$ cat config.mk
export PLATFORM = sky130hd
export DESIGN_NAME = ct_fadd_close_pipe
export DESIGN_NICKNAME = d
export VERILOG_FILES = /design/src/rtl/ct_fadd_pkg.sv /design/src/rtl/ct_fadd_lza_vec.sv /design/src/rtl/ct_fadd_close_pipe.sv
export SDC_FILE = /design/constraint.sdc
export NUM_CORES = 1
export LEC_CHECK = 0
export ABC_CLOCK_PERIOD_IN_PS = 6900
export BUFFER_PORTS_ARGS = -buffer_cell sky130_fd_sc_hd__buf_2
export CAP_MARGIN = 25
export CORE_MARGIN = 2
export CORE_UTILIZATION = 47
export CTS_BUF_LIST = sky130_fd_sc_hd__clkbuf_8
export DETAILED_ROUTE_END_ITERATION = 6
export MAX_ROUTING_LAYER = met4
export PLACE_DENSITY = 0.68
export SETUP_SLACK_MARGIN = 0.02
export SYNTH_ARGS = -nofsm -noshare
export SYNTH_HDL_FRONTEND = slang
export SYNTH_HIERARCHICAL = 1
export SYNTH_SLANG_ARGS = --single-unit
$ cat constraint.sdc
create_clock -name forever_cpuclk -period 6.9 [get_ports forever_cpuclk]
set_clock_uncertainty 0.2 [all_clocks]
set_input_delay 0.345 -clock forever_cpuclk [delete_from_list [all_inputs] [get_ports forever_cpuclk]]
set_output_delay 0.345 -clock forever_cpuclk [all_outputs]
set_load 0.03 [all_outputs]
$ cat src/rtl/ct_fadd_pkg.sv
// Shared constants and helpers for the FADD close path.
// Per-format operand widths plus a constant clog2.
package ct_fadd_pkg;

  localparam int WIDTH_H = 12;
  localparam int WIDTH_S = 25;
  localparam int WIDTH_D = 54;

  function automatic int clog2(input int v);
    int r;
    r = 0;
    while ((1 << r) < v) r++;
    return r;
  endfunction

endpackage

$ cat src/rtl/ct_fadd_lza_vec.sv
// Leading-zero anticipation indicator for X - Y.
// A set bit marks a candidate leading-one position.
module ct_fadd_lza_vec #(
  parameter int WIDTH = 12
) (
  input  logic [WIDTH-1:0] x_i,
  input  logic [WIDTH-1:0] y_i,
  output logic [WIDTH-1:0] f_o
);

  logic [WIDTH-1:0] c;
  logic [WIDTH-1:0] t;
  logic [WIDTH-1:0] g;
  logic [WIDTH-1:0] z;

  assign c = ~y_i;
  assign t = x_i ^ c;
  assign g = x_i & c;
  assign z = ~x_i & ~c;

  // Per-bit indicator; the MSB behaves as if t above it were 1
  always_comb begin
    f_o = '0;
    f_o[WIDTH-1] = (g[WIDTH-1] & ~z[WIDTH-2])
                 | (z[WIDTH-1] & ~g[WIDTH-2]);
    f_o[0] = g[0] | z[0];
    for (int i = 1; i < WIDTH - 1; i++) begin
      if (t[i+1])
        f_o[i] = (g[i] & ~z[i-1]) | (z[i] & ~g[i-1]);
      else
        f_o[i] = (g[i] & ~g[i-1]) | (z[i] & ~z[i-1]);
    end
  end

endmodule

$ cat src/rtl/ct_fadd_close_pipe.sv
// FADD close path: S1 subtract + LZA vector, S2 ff1 encode.
// Two valid-bit stages with backpressure and flush.
module ct_fadd_close_pipe
  import ct_fadd_pkg::*;
#(
  parameter int WIDTH = WIDTH_H,
  parameter int IDXW  = 6
) (
  input  logic             forever_cpuclk,
  input  logic             cpurst,
  input  logic             pipe_flush,
  input  logic             in_vld,
  output logic             in_rdy,
  input  logic [WIDTH-1:0] close_adder0,
  input  logic [WIDTH-1:0] close_adder1,
  input  logic             abs_en,
  output logic             out_vld,
  input  logic             out_rdy,
  output logic [WIDTH-1:0] close_sum,
  output logic [WIDTH-1:0] close_sum_m1,
  output logic             close_op_chg,
  output logic [IDXW-1:0]  ff1_pred,
  output logic [WIDTH-1:0] ff1_pred_onehot,
  output logic             close_zero
);

  if (IDXW < clog2(WIDTH + 1)) begin : g_idxw_chk
    $error("IDXW too narrow for WIDTH");
  end

  logic             s1_vld_q, s1_vld_d;
  logic [WIDTH-1:0] s1_sum_q, s1_sum_d;
  logic [WIDTH-1:0] s1_f_q, s1_f_d;
  logic             s1_chg_q, s1_chg_d;

  logic             s2_vld_q, s2_vld_d;
  logic [WIDTH-1:0] s2_sum_q, s2_sum_d;
  logic [WIDTH-1:0] s2_m1_q, s2_m1_d;
  logic             s2_chg_q, s2_chg_d;
  logic [IDXW-1:0]  s2_pred_q, s2_pred_d;
  logic [WIDTH-1:0] s2_oh_q, s2_oh_d;
  logic             s2_zero_q, s2_zero_d;

  logic             s1_adv, s2_adv, accept;
  logic [WIDTH-1:0] raw, f_ab, f_ba;
  logic             swap;
  logic [IDXW-1:0]  enc_pred;
  logic [WIDTH-1:0] enc_oh;

  assign s2_adv = !s2_vld_q || out_rdy;
  assign s1_adv = !s1_vld_q || s2_adv;
  assign in_rdy = !cpurst && s1_adv;
  assign accept = in_vld && in_rdy;

  assign raw  = close_adder0 - close_adder1;
  assign swap = abs_en && raw[WIDTH-1];

  ct_fadd_lza_vec #(.WIDTH(WIDTH)) u_lza_ab (
    .x_i (close_adder0),
    .y_i (close_adder1),
    .f_o (f_ab)
  );

  ct_fadd_lza_vec #(.WIDTH(WIDTH)) u_lza_ba (
    .x_i (close_adder1),
    .y_i (close_adder0),
    .f_o (f_ba)
  );

  // S1 next state: capture difference and selected LZA vector
  always_comb begin
    s1_vld_d = s1_vld_q;
    s1_sum_d = s1_sum_q;
    s1_f_d   = s1_f_q;
    s1_chg_d = s1_chg_q;
    if (s1_adv) begin
      s1_vld_d = accept;
      if (accept) begin
        s1_sum_d = swap ? (close_adder1 - close_adder0) : raw;
        s1_f_d   = swap ? f_ba : f_ab;
        s1_chg_d = raw[WIDTH-1];
      end
    end
    if (pipe_flush) s1_vld_d = 1'b0;
  end

  // Priority encode the leading one of f from the MSB down
  always_comb begin
    enc_pred = IDXW'(WIDTH);
    enc_oh   = '0;
    for (int i = 0; i < WIDTH; i++) begin
      if (s1_f_q[i]) begin
        enc_pred  = IDXW'(WIDTH - 1 - i);
        enc_oh    = '0;
        enc_oh[i] = 1'b1;
      end
    end
  end

  // S2 next state: result bundle presented to the consumer
  always_comb begin
    s2_vld_d  = s2_vld_q;
    s2_sum_d  = s2_sum_q;
    s2_m1_d   = s2_m1_q;
    s2_chg_d  = s2_chg_q;
    s2_pred_d = s2_pred_q;
    s2_oh_d   = s2_oh_q;
    s2_zero_d = s2_zero_q;
    if (s2_adv) begin
      s2_vld_d = s1_vld_q;
      if (s1_vld_q) begin
        s2_sum_d  = s1_sum_q;
        s2_m1_d   = s1_sum_q + WIDTH'(2);
        s2_chg_d  = s1_chg_q;
        s2_pred_d = enc_pred;
        s2_oh_d   = enc_oh;
        s2_zero_d = (s1_sum_q == '0);
      end
    end
    if (pipe_flush) s2_vld_d = 1'b0;
  end

  // S1 registers
  always_ff @(posedge forever_cpuclk) begin
    if (cpurst) begin
      s1_vld_q <= 1'b0;
      s1_sum_q <= '0;
      s1_f_q   <= '0;
      s1_chg_q <= 1'b0;
    end else begin
      s1_vld_q <= s1_vld_d;
      s1_sum_q <= s1_sum_d;
      s1_f_q   <= s1_f_d;
      s1_chg_q <= s1_chg_d;
    end
  end

  // S2 registers
  always_ff @(posedge forever_cpuclk) begin
    if (cpurst) begin
      s2_vld_q  <= 1'b0;
      s2_sum_q  <= '0;
      s2_m1_q   <= '0;
      s2_chg_q  <= 1'b0;
      s2_pred_q <= '0;
      s2_oh_q   <= '0;
      s2_zero_q <= 1'b0;
    end else begin
      s2_vld_q  <= s2_vld_d;
      s2_sum_q  <= s2_sum_d;
      s2_m1_q   <= s2_m1_d;
      s2_chg_q  <= s2_chg_d;
      s2_pred_q <= s2_pred_d;
      s2_oh_q   <= s2_oh_d;
      s2_zero_q <= s2_zero_d;
    end
  end

  assign out_vld         = s2_vld_q;
  assign close_sum       = s2_sum_q;
  assign close_sum_m1    = s2_m1_q;
  assign close_op_chg    = s2_chg_q;
  assign ff1_pred        = s2_pred_q;
  assign ff1_pred_onehot = s2_oh_q;
  assign close_zero      = s2_zero_q;

endmodule

==> results.cfg <==
[synth]
syn_inst = 645
synth-adder-area-share_pct = 16.5
ys_types = 56
synthArstFlopShare_pct = 0
yosysWarnings = 6
synth_top_family_by_area = compound AO/OA/AOI/OAI gates
synth_compound_area_share_pct = 18.0
synth_xor_area_share_pct = 3.29
synth_ff_type = dfxtp_1
ys_seq_area_share_pct = 25.6
muxShareOfSynthArea_pct = 10.6
synth_edf_count = 0
syn_area_per_cell_sq_um = 8.26
syn_area_sq_mm = 0.00533
yosys_register_bits = 68
yosys.area_share.simple_pct = 17.5

[floorplanning]
core-area_sq_mm = 0.0109
fp.dieH_um = 110
dieArea_sq_mm = 0.0122
initial_core_util_pct = 48.7
die_w_um = 110
io-pin-count = 76
rows = 38

[route]
drt_pre_antenna_iters = 4
drt-wirelength-per-cell_um = 14.7
drcViolationCount = 0
drt_iter0_markers = 240
wirelength_mm = 12.5
dr_total_vias = 4675
vias_per_cell = 5.51
drtAntennaViolNets = 0

[global_routing]
grt_usage_pct = 21.0
grt_pass1_vias = 4596
antenna_found_initial = 0
grt_pass1_wl_mm = 21.2
grt_start_max_net_pins = 70
grt-ovfl-total = 0

[clock_tree]
cts.sinks = 68
cts-root-buf = clkbuf_8
ctsHoldBuffers = 1
cts_resized = 0
cts_made_buffers = 9
clk_pin_slew_ns = 0.07
cts_tree = built
htree_levels = 3
cts_max_path_buffers = 2
post-cts-setup-buffer-count = 0
worst_skew_pair.late_latency_ns = 0.34

[placement]
place_congestion = 0.872
io_buffers = 73
dp_hpwl_mm = 9.41

[min_path]
whs_path_depth = 2
worstHoldStart = cpurst
hp-class = in2reg

[finish]
area_growth_pct = 13.2
n_antenna_cell = 0
fin_nets = 802
drive_above_1_share_pct = 14.8

[sta]
hold_violations = 0
max_slew_margin_pct = 37.1
layout_min_cycle_time_ns = 2.91
rsz0062_at_grt = no
period_share_pct = 42.2
worst_slew_pin_slew_ns = 0.942
finalMaxSlewViolations = 0
setup_viol = 0
fmax_ghz = 0.344
setup_tns_ns = 0

[worst_setup_path]
reg2reg_depth = 7
cp_cell_sequence = buf_2 > inv_1 > ha_1 > a211oi_2 > nor2_1 > o21a_1 > nor4b_4 > buf_4 > a211oi_1 > or3_1 > a311oi_2
crit_required_ns = 6.96
endpoint_kind = flip-flop
cpMaxStageDelayCell = ha_1
cp-start-kind = input port
critical_path_class = in2reg
arrival_ns = 2.97
path_max_fanout = 23
cpPeakStageDelay_ns = 0.42
rr_startpoint = out_vld
crit_start = close_adder0[8]

[pwr]
p_per_area_mw_per_mm2 = 200
p_total_uw = 1210
peakVddDrop_mv = 0.114
p_leak_uw = 0.00298

[run_status]
status = finished clean

[job]
maxCapViolCount = 0
## cells by family (layout without fill, tap and decap cells)
group | count (synthesis) | in the layout
XOR/XNOR | 20 | 20
buffers and inverters | 110 | 172
other | 1 | 2
flip-flops | 68 | 68
AO/OA/AOI/OAI | 145 | 145
multiplexers | 56 | 56
adder cells (fa/ha/maj) | 69 | 69
AND/OR/NAND/NOR | 176 | 176
## worst paths after layout
check                                          end  slack [ns]
worst max register to register  ff1_pred_onehot[2]        4.45
worst max-delay path                  s1_sum_q[10]        3.99
worst min-delay path            ff1_pred_onehot[8]        0.08
worst min register to register  ff1_pred_onehot[8]        0.25
## final cells by class
cell class	instances	area (sq um)
clock buffers	10	138
repair buffers	78	418
inverters	78	293
multi-input cells	468	3520
well taps	140	175
clock inverters	6	128
flip-flops and latches	68	1360
fillers	1081	4900
## worst max-delay path, delay by kind of cell
kind                       cells  cell delay [ns]
and+or+nand+nor                3             0.73
adders and majority gates      1             0.42
AOI/OAI and AO/OA              4             0.85
buffers and inverters          3             0.61
## flip-flops by register name, summed over array words and instances, names as in the netlist
register and count:
s1_sum_q 12, s1_chg_q 1, ff1_pred_onehot 12, close_sum_m1 11, s1_f_q 12, s1_vld_q 1, out_vld 1, close_op_chg 1
close_sum 12, ff1_pred 4, close_zero 1
## per-stage QoR
stage               setup slack [ns]  instance area (sq um)  cells  util [%]  hold slack [ns]
floorplan                       4.24                   5330    646         -            0.222
global placement                3.74                   5740    830      52.5            0.241
detailed placement              3.64                   5740    830      52.5            0.244
CTS                             4.00                   6010    847      55.0            0.125
global route                    3.79                   6030    848      55.2           0.0716
finish                          3.99                   6030    848      55.2           0.0805
## synthesized netlist by cell type (all sizes together), types with 5 or more instances
master  number  area, sq um
inv         78          293
dfxtp       68         1360
ha          67          838
nand2       56          210
mux2i       54          541
a21oi       39          195
nor2        38          143
o21ai       35          175
clkbuf      21         80.1
nand3b      21          158
a211oi      17          133
a22o        16          140
buf         11         78.8
xor2        11         96.3
xnor2        9         78.8
nand4        8         50.1
nor2b        7         43.8
a32oi        6         52.6
and3         6         37.5
nand3        5         25.0
nor4         5         31.3
or3          5         31.3
## routing by layer
| metal | up-vias | GRT usage [%] | part of all wire (%) |
|---|---|---|---|
| met4 | 0 | 4.83 | 1.1 |
| met5 | - | - | 0 |
| met2 | 98 | 35.1 | 49 |
| met3 | 14 | 4.77 | 3.7 |
| met1 | 2206 | 25.9 | 46 |
| li1 | 2357 | - | - |
## report_power, final
| group | total (uW) | internal, uW | switching (uW) |
|---|---|---|---|
| combinational | 328 | 139 | 188 |
| clock | 431 | 284 | 147 |
| sequential | 450 | 417 | 32.5 |
## placed cells by master, fill, tap and decap left out, types with 16 or more instances in the layout
master / instances
a211oi_1: 16
a21oi_1: 39
a22o_1: 16
buf_2: 73
dfxtp_1: 68
ha_1: 67
inv_1: 80
mux2i_1: 54
nand2_1: 56
nand3b_1: 21
nor2_1: 38
o21ai_0: 35
Note: power is estimated with default switching activity, not from simulation.
